File: config.mk
export PLATFORM = sky130hd
export DESIGN_NAME = fifo_wr_pack
export DESIGN_NICKNAME = d
export VERILOG_FILES = /design/src/rtl/fifo_wr_pack.sv
export SDC_FILE = /design/constraint.sdc
export NUM_CORES = 1
export LEC_CHECK = 0
export CAP_MARGIN = 5
export CORE_MARGIN = 5
export CORE_UTILIZATION = 47
export CTS_CLUSTER_SIZE = 30
export DETAILED_ROUTE_END_ITERATION = 8
export DONT_BUFFER_PORTS = 1
export PLACE_DENSITY = 0.69
export SKIP_CTS_REPAIR_TIMING = 1
export SLEW_MARGIN = 25
export SYNTH_ARGS = -nofsm -noshare
export SYNTH_HDL_FRONTEND = slang
export SYNTH_SLANG_ARGS = --single-unit
File: constraint.sdc
create_clock -name clk -period 2.6 [get_ports clk]
set_input_delay 0.52 -clock clk [delete_from_list [all_inputs] [get_ports clk]]
set_output_delay 0.52 -clock clk [all_outputs]
set_load 0.01 [all_outputs]
File: src/rtl/fifo_wr_pack.sv
// Packs RATIO upstream beats of IN_WIDTH bits into one FIFO word, lane 0 in the LSBs.
// Optional FIFO_WR_PACK_FLUSH_EN: an accepted beat with in_last closes the word early.
module fifo_wr_pack #(
  parameter int IN_WIDTH  = 4,
  parameter int RATIO     = 4,
  parameter int OUT_WIDTH = IN_WIDTH * RATIO
) (
  input  logic                       clk,
  input  logic                       rst_n,
  input  logic                       Reset,
  input  logic                       in_valid,
  output logic                       in_ready,
  input  logic [IN_WIDTH-1:0]        in_data,
  input  logic                       in_last,
  output logic                       push,
  output logic [OUT_WIDTH-1:0]       data_in,
  input  logic                       full,
  output logic [$clog2(RATIO)-1:0]   lane_idx,
  output logic                       busy
);

  localparam int LW = $clog2(RATIO);
  localparam logic [LW-1:0] LAST_LANE = LW'(RATIO - 1);

  logic [OUT_WIDTH-1:0] acc_p0;
  logic [LW-1:0]        lane_p0;
  logic [OUT_WIDTH-1:0] word_p1;
  logic                 vld_p1;

  logic                 at_last_lane;
  logic                 flush_hit;
  logic                 accept;
  logic                 complete;
  logic [OUT_WIDTH-1:0] acc_next;

  function automatic logic [OUT_WIDTH-1:0] insert_beat(
    input logic [OUT_WIDTH-1:0] acc,
    input logic [LW-1:0]        lane,
    input logic [IN_WIDTH-1:0]  beat
  );
    logic [OUT_WIDTH-1:0] r;
    r = acc;
    r[int'(lane) * IN_WIDTH +: IN_WIDTH] = beat;
    return r;
  endfunction

`ifdef FIFO_WR_PACK_FLUSH_EN
  assign flush_hit = in_last;
`else
  logic unused_in_last;
  assign unused_in_last = in_last;
  assign flush_hit      = 1'b0;
`endif

  assign at_last_lane = (lane_p0 == LAST_LANE);
  assign push         = vld_p1 && !full;
  // A beat that would close a word must wait while the previous word is still stuck.
  assign in_ready     = !((at_last_lane || flush_hit) && vld_p1 && !push);
  assign accept       = in_valid && in_ready;
  assign complete     = accept && (at_last_lane || flush_hit);

  assign data_in  = word_p1;
  assign lane_idx = lane_p0;
  assign busy     = vld_p1 || (lane_p0 != '0);

  always_comb begin
    acc_next = insert_beat(acc_p0, lane_p0, in_data);
  end

  // p0: lane accumulator -> p1: output word register
  always_ff @(posedge clk or negedge rst_n) begin
    if (!rst_n) begin
      acc_p0  <= '0;
      lane_p0 <= '0;
      word_p1 <= '0;
      vld_p1  <= 1'b0;
    end else if (Reset) begin
      acc_p0  <= '0;
      lane_p0 <= '0;
      word_p1 <= '0;
      vld_p1  <= 1'b0;
    end else begin
      if (push) begin
        vld_p1 <= 1'b0;
      end
      if (accept) begin
        if (complete) begin
          word_p1 <= acc_next;
          vld_p1  <= 1'b1;
          acc_p0  <= '0;
          lane_p0 <= '0;
        end else begin
          acc_p0  <= acc_next;
          lane_p0 <= lane_p0 + LW'(1);
        end
      end
    end
  end

endmodule

==> results.md, run 1 <==
- Port Buffers: 0
- Maxcap violations: 0
- Static leakage: 0.000712 µW
- Total core area: 3310 µm²
- Pins over their slew limit: 0
- Post-Syn Area per Cell: 11.0 µm²
- DRT iter0 DRCs: 86
- Synth area leaders: dfrtp_1 49%, a21oi_1 6.6%, nor2b_1 5.1%
- Clock tree root driver cell: clkbuf_4
- Dominant cell type by area after synthesis: dfrtp_1
- Post-synthesis register bit count: 31
- Max incr delay on CP: 570 ps
- CP Cell Sequence: inv_1 -> ha_1 -> nand2b_1
- Final Cycle Share: 0.815
- TritonCTS clock tree: done
- Critical Path Fanout Max: 9
- Crit path launch type: register
- Skew final: 4.45 ps
- Hold Path Class: in -> reg
- Area share of the largest cell type after synthesis: 0.486
- Least-Margin Pin Slew: 656 ps
- Antenna Cells: 0
- Mapped Area: 1600 µm²
- Final Routed Wirelength: 3.42 mm
- Die Ht: 68.3 µm
- Pwr Total: 978 µW
- Via Count: 1171
- Crit path kind: reg -> out
- Initial antenna violation count: 0
- FMAX: 0.472 GHz
- Total CTS buffers: 5
- First-pass GRT wire length: 5.73 mm
- Vias in the first global route: 1186
- Row cnt: 21
- Global route overflow: 0
- Deepest clock path buffer count: 2
- Unrepaired setup endpoints after global routing: no
- Clock-pin slew on the worst setup and hold paths: 100 ps
- Htree depth: 2
- CP top delay family: flip-flops
- Final nets: 162
- Final setup violation count: 0
- First-pass DRT Iterations: 4
- Commonest non-fill, non-tap cell in the layout: dfrtp_1
- IO Count: 31
- HPWL Detailed: 2.51 mm
- Relative slew slack: 0.562
- Seq/Total Area, Yosys: 0.486
- Worst IR Drop VDD: 319 µV
- Routed Antenna Nets: 0
- Critical Path AT: 1600 ps
- Final GP Congestion: 0.817
- Mapped Nets: 160
- Fraction of layout cells with a size suffix above 1: 0.189
- DRC Markers: 0
- Distinct cell type count after synthesis: 34
- Die boundary width: 68.3 µm
- Most frequent cells in the layout: 31 x dfrtp_1, 21 x a21oi_1, 13 x nor2b_1, 8 x a22o_1, 7 x a21oi_2
- Pwr dens: 566 nW/µm²
- Drt wl/cell: 17.6 µm
- Time the worst path needs with I/O delays and setup: 2120 ps
- Clock tree sinks: 31
- CP max-delay cell: dfrtp_1
- Clk Latency, worst-skew pair: 330 ps
- GRT Util Overall: 0.171
- Status: finished clean
- Via-per-instance ratio: 6.04
- TNS Setup: 0 ps
- Yosys warning count: 0
- Starting density of the core: 0.483
- CP bufs+invs: 1
- Syn-to-layout area delta: 8.14%
- Nature of the critical path endpoint: output port
- Req. time, crit path: 2080 ps
- Cells after Synth: 145
- Die area: 4670 µm²
- Largest net degree at the start of global routing: 32
- Final hold vios: 0
[final timing paths]
check | slack (ps) | cells after the start | start | endpoint
setup / recovery | 480 | 3 | lane_idx[0]$_DFFE_PN0P_ | busy
hold / removal | 230 | 1 | Reset | data_in[11]$_DFFE_PN0P_
setup reg to reg | 580 | 5 | lane_idx[0]$_DFFE_PN0P_ | data_in[15]$_DFFE_PN0P_
hold reg to reg | 490 | 1 | acc_p0[1]$_DFFE_PN0P_ | acc_p0[1]$_DFFE_PN0P_
max in group asynchronous | 1810 | 2 | rst_n | lane_idx[1]$_DFFE_PN0P_
min in group asynchronous | 630 | 2 | rst_n | vld_p1$_DFF_PN0_
[final cells by class]
class | count | area (µm²)
clock buffers | 6 | 51.3
well taps | 46 | 57.6
multi-input cells | 104 | 763
fillers | 308 | 1580
inverters | 2 | 7.51
repair buffers | 3 | 37.5
flip-flops and latches | 31 | 776
clock inverters | 2 | 35.0
[per-layer routing]
layer | GRT usage | part of all wire
met1 | 0.222 | 0.46
met2 | 0.255 | 0.46
met3 | 0.0690 | 0.070
met4 | 0.0596 | 0.013
met5 | 0 | 0
[cell families after synthesis]
group           synth area share
compound gates             0.294
fa+ha+maj                 0.0392
buf+inv                   0.0368
flops                      0.486
simple gates               0.144
[per-stage QoR]
stage | instances | setup WS (ps) | util | area (µm²) | hold WS [ps]
2_1_floorplan | 145 | 950 | - | 1600 | 224
3_3_place_gp | 184 | 697 | 0.487 | 1610 | 225
3_5_place_dp | 184 | 644 | 0.487 | 1610 | 225
4_1_cts | 192 | 490 | 0.513 | 1700 | -144
5_1_grt | 194 | 342 | 0.522 | 1730 | 206
6_report | 194 | 480 | 0.522 | 1730 | 235
[synth_stat cells]
master / number
ha_1: 5
o21ai_0: 4
a211oi_1: 6
o21a_1: 2
buf_6: 1
a211o_1: 1
nor2b_4: 1
nand3_1: 1
or3b_4: 1
nand2_1: 3
and4b_1: 1
buf_1: 1
a21oi_2: 7
clkbuf_1: 1
nor2_2: 1
a31oi_1: 4
nand3_2: 1
dfrtp_1: 31
nor3b_1: 1
a211oi_2: 6
a32o_1: 1
a22o_1: 8
nand2b_1: 1
and2_1: 2
nor2_1: 3
and3_1: 1
buf_4: 3
and4bb_2: 1
nand4_1: 4
o2bb2ai_1: 4
nor2b_1: 13
buf_2: 2
inv_1: 2
a21oi_1: 21
[worst reg2reg max path, delay by kind of cell (launching register included)]
kind            cells  cell delay (ps)
compound gates      1              180
fa+ha+maj           1              380
buf+inv             1              180
flops               1              570
simple gates        2              650
[power by group]
group          switching (µW)  internal (µW)
logic                    52.4           31.3
registers                12.2            491
clock network             164            227
[flip-flops by register name, indices dropped and copies added, names as in the netlist]
signal / flops
acc_p0: 12
lane_idx: 2
data_in: 16
vld_p1: 1
No activity file was read; power rests on OpenSTA's default activity.
==> run 2: changes to the inputs <==
--- a/config.mk
+++ b/config.mk
@@ -11,7 +11,7 @@
 export CTS_CLUSTER_SIZE = 30
 export DETAILED_ROUTE_END_ITERATION = 8
 export DONT_BUFFER_PORTS = 1
-export PLACE_DENSITY = 0.69
+export PLACE_DENSITY = 0.71
 export SKIP_CTS_REPAIR_TIMING = 1
 export SLEW_MARGIN = 25
 export SYNTH_ARGS = -nofsm -noshare
==> constraint.sdc (replaced) <==
create_clock -name clk -period 1.85 [get_ports clk]
set_input_delay 0.37 -clock clk [delete_from_list [all_inputs] [get_ports clk]]
set_output_delay 0.37 -clock clk [all_outputs]
set_load 0.01 [all_outputs]
==> run 2 against run 1 <==
Global-route usage rose by 0.61 points. Power is 27% higher. Worst setup slack worse by 380 ps. Critical path depth unchanged. Non-clock buffer count rose by 4. Sequential share of layout area fell by 0.31 points. Design area up 1.0%. Final cell count increased by 1.5%. First-iteration DRC count is 5.8% higher. Largest cell class unchanged. Clock skew shrank 0.97 ps. Clock power up 4%. Register-to-register slack worse by 470 ps. Largest power group unchanged.
==> results.md, run 2 (synthesis results as in run 1) <==
- Status: finished clean
- Die boundary width: 68.3 µm (unchanged)
- FMAX: 0.571 GHz
- Clk Latency, worst-skew pair: 330 ps (about the same)
- Via Count: 1178 (+0.60%)
- Crit path launch type: register
- Reg area: 778 µm² (+0.32%)
- DP Worst Slack: 111 ps (-534 ps)
- Clock tree sinks: 31 (unchanged)
- Initial antenna violation count: 0 (unchanged)
- Relative slew slack: 0.786 (+0.225)
- Final nets: 166 (+2.5%)
- Critical Path AT: 1380 ps (-220 ps)
- Maxcap violations: 0 (unchanged)
- Clock tree root driver cell: clkbuf_4
- Reg2reg start: lane_idx[0]$_DFFE_PN0P_
- Final Routed Wirelength: 3.60 mm (+5.1%)
- Hold Path Class: in -> reg
- Vias in the first global route: 1191 (+0.42%)
- Antenna Cells: 0 (unchanged)
- Clock-pin slew on the worst setup and hold paths: 90 ps (about the same)
- Req. time, crit path: 1480 ps (-600 ps)
- Die Ht: 68.3 µm (unchanged)
- DRT iter0 DRCs: 91 (+5.8%)
- Final GP Congestion: 0.762 (-6.7%)
- Critical Path Fanout Max: 9 (unchanged)
- Largest net degree at the start of global routing: 32 (unchanged)
- Area of the multi-input gates: 766 µm² (+0.33%)
- Row cnt: 21 (unchanged)
- Via-per-instance ratio: 5.98 (-0.93%)
- Global route overflow: 0 (unchanged)
- TritonCTS clock tree: done
- First-pass GRT wire length: 5.89 mm (+2.8%)
- Starting density of the core: 0.483 (unchanged)
- Port Buffers: 0 (unchanged)
- Unrepaired setup endpoints after global routing: no
- Worst Hold Path EP: data_in[7]$_DFFE_PN0P_
- IO Count: 31 (unchanged)
- Drt wl/cell: 18.3 µm (+3.5%)
- Pins over their slew limit: 0 (unchanged)
- Final setup violation count: 0 (unchanged)
- Final hold vios: 0 (unchanged)
- Skew final: 3.49 ps (-0.965 ps)
- WHS Path Cells: 1 (unchanged)
- Fraction of layout cells with a size suffix above 1: 0.225 (+0.0360)
- First-pass DRT Iterations: 4 (unchanged)
- Reg2reg path depth: 6 (+1)
- Worst setup margin: 99.1 ps (-381 ps)
- Worst IR Drop VDD: 336 µV (+5.0%)
- R2r endpoint: data_in[14]$_DFFE_PN0P_
- Nature of the critical path endpoint: output port
- Final Cycle Share: 0.946
- Total CTS buffers: 5 (unchanged)
- Hold wc startpoint: Reset
- Htree depth: 2 (unchanged)
- Total core area: 3310 µm² (unchanged)
- GRT Util Overall: 0.177 (+0.00611)
- HPWL Detailed: 2.60 mm (+3.4%)
- Pwr dens: 710 nW/µm² (+26%)
- Least-Margin Pin Slew: 321 ps (-335 ps)
- Most frequent cells in the layout: 29 x dfrtp_1, 21 x a21oi_1, 13 x nor2b_1, 8 x a22o_1, 7 x a21oi_2
- Minimum setup slack among reg-to-reg paths: 110 ps (-470 ps)
- Placed Area: 1650 µm² (+2.6%)
- Static leakage: 0.000716 µW (+0.67%)
- Fin area: 1750 µm² (+1.0%)
- Routed Antenna Nets: 0 (unchanged)
- Commonest non-fill, non-tap cell in the layout: dfrtp_1
- Fillers: 318 (+3.2%)
- Crit path kind: reg -> out
- Max FFs per register: 16 (unchanged)
- Die area: 4670 µm² (unchanged)
- Syn-to-layout area delta: 9.24%
- Deepest clock path buffer count: 2 (unchanged)
- DRC Markers: 0 (unchanged)
- Time the worst path needs with I/O delays and setup: 1750 ps
run 2: cell types whose count changed in the layout (fill, tap and decap cells not counted):
| cell | change |
|---|---|
| dfrtp_2 | +2 |
| buf_12 | +1 |
| dfrtp_1 | -2 |
| bufinv_16 | -1 |
| buf_4 | +3 |
| ha_1 | -1 |
| ha_2 | +1 |
run 2: worst max path at each step:
| stage | from | endpoint | slack (ps) | cells past startpoint |
|---|---|---|---|---|
| final | lane_idx[0]$_DFFE_PN0P_ | busy | 100 | 3 |
| after global placement | lane_idx[0]$_DFFE_PN0P_ | acc_p0[7]$_DFFE_PN0P_ | 170 | 5 |
| after CTS | lane_idx[0]$_DFFE_PN0P_ | busy | -8 | 3 |
| after floorplan | lane_idx[0]$_DFFE_PN0P_ | acc_p0[4]$_DFFE_PN0P_ | 200 | 5 |
| after global routing | lane_idx[0]$_DFFE_PN0P_ | busy | 30 | 3 |
| after detailed placement | lane_idx[0]$_DFFE_PN0P_ | acc_p0[7]$_DFFE_PN0P_ | 110 | 5 |
run 2: layer usage:
metal	up-vias	track usage	part of all wire
li1	556	-	-
met1	584	0.211	0.43
met2	31	0.286	0.49
met3	7	0.0640	0.063
met4	0	0.0744	0.016
met5	-	0	0
run 2: stage by stage:
stage	power, µW	utilization	hold slack (ps)	setup TNS (ps)	cells
floorplan	810	-	74.4	0	145
global placement	819	0.500	75.3	0	188
detailed placement	825	0.500	75.3	0	188
CTS	1230	0.517	-296	-7.63	195
global route	1300	0.527	59.3	0	197
finish	1240	0.527	84.8	0	197
run 2: worst max-delay path, stage by stage, from the launching register on:
cell and delay, ps:
dfrtp_2 460, inv_1 150, ha_2 290, nand2b_1 140
run 2: cell type report:
| type | count | share of cell area |
|---|---|---|
| Sequential cell | 31 | 0.446 |
| Clock inverter | 1 | 0.00287 |
| Timing Repair Buffer | 7 | 0.0459 |
| Clock buffer | 6 | 0.0294 |
| Multi-Input combinational cell | 104 | 0.439 |
| Tap cell | 46 | 0.0330 |
| Inverter | 2 | 0.00430 |
run 2: power by group:
group / internal (µW) / switching, µW / total, µW
clock network: 176 / 230 / 405
registers: 691 / 15.2 / 706
logic: 50.7 / 77.2 / 128
total: 917 / 322 / 1240
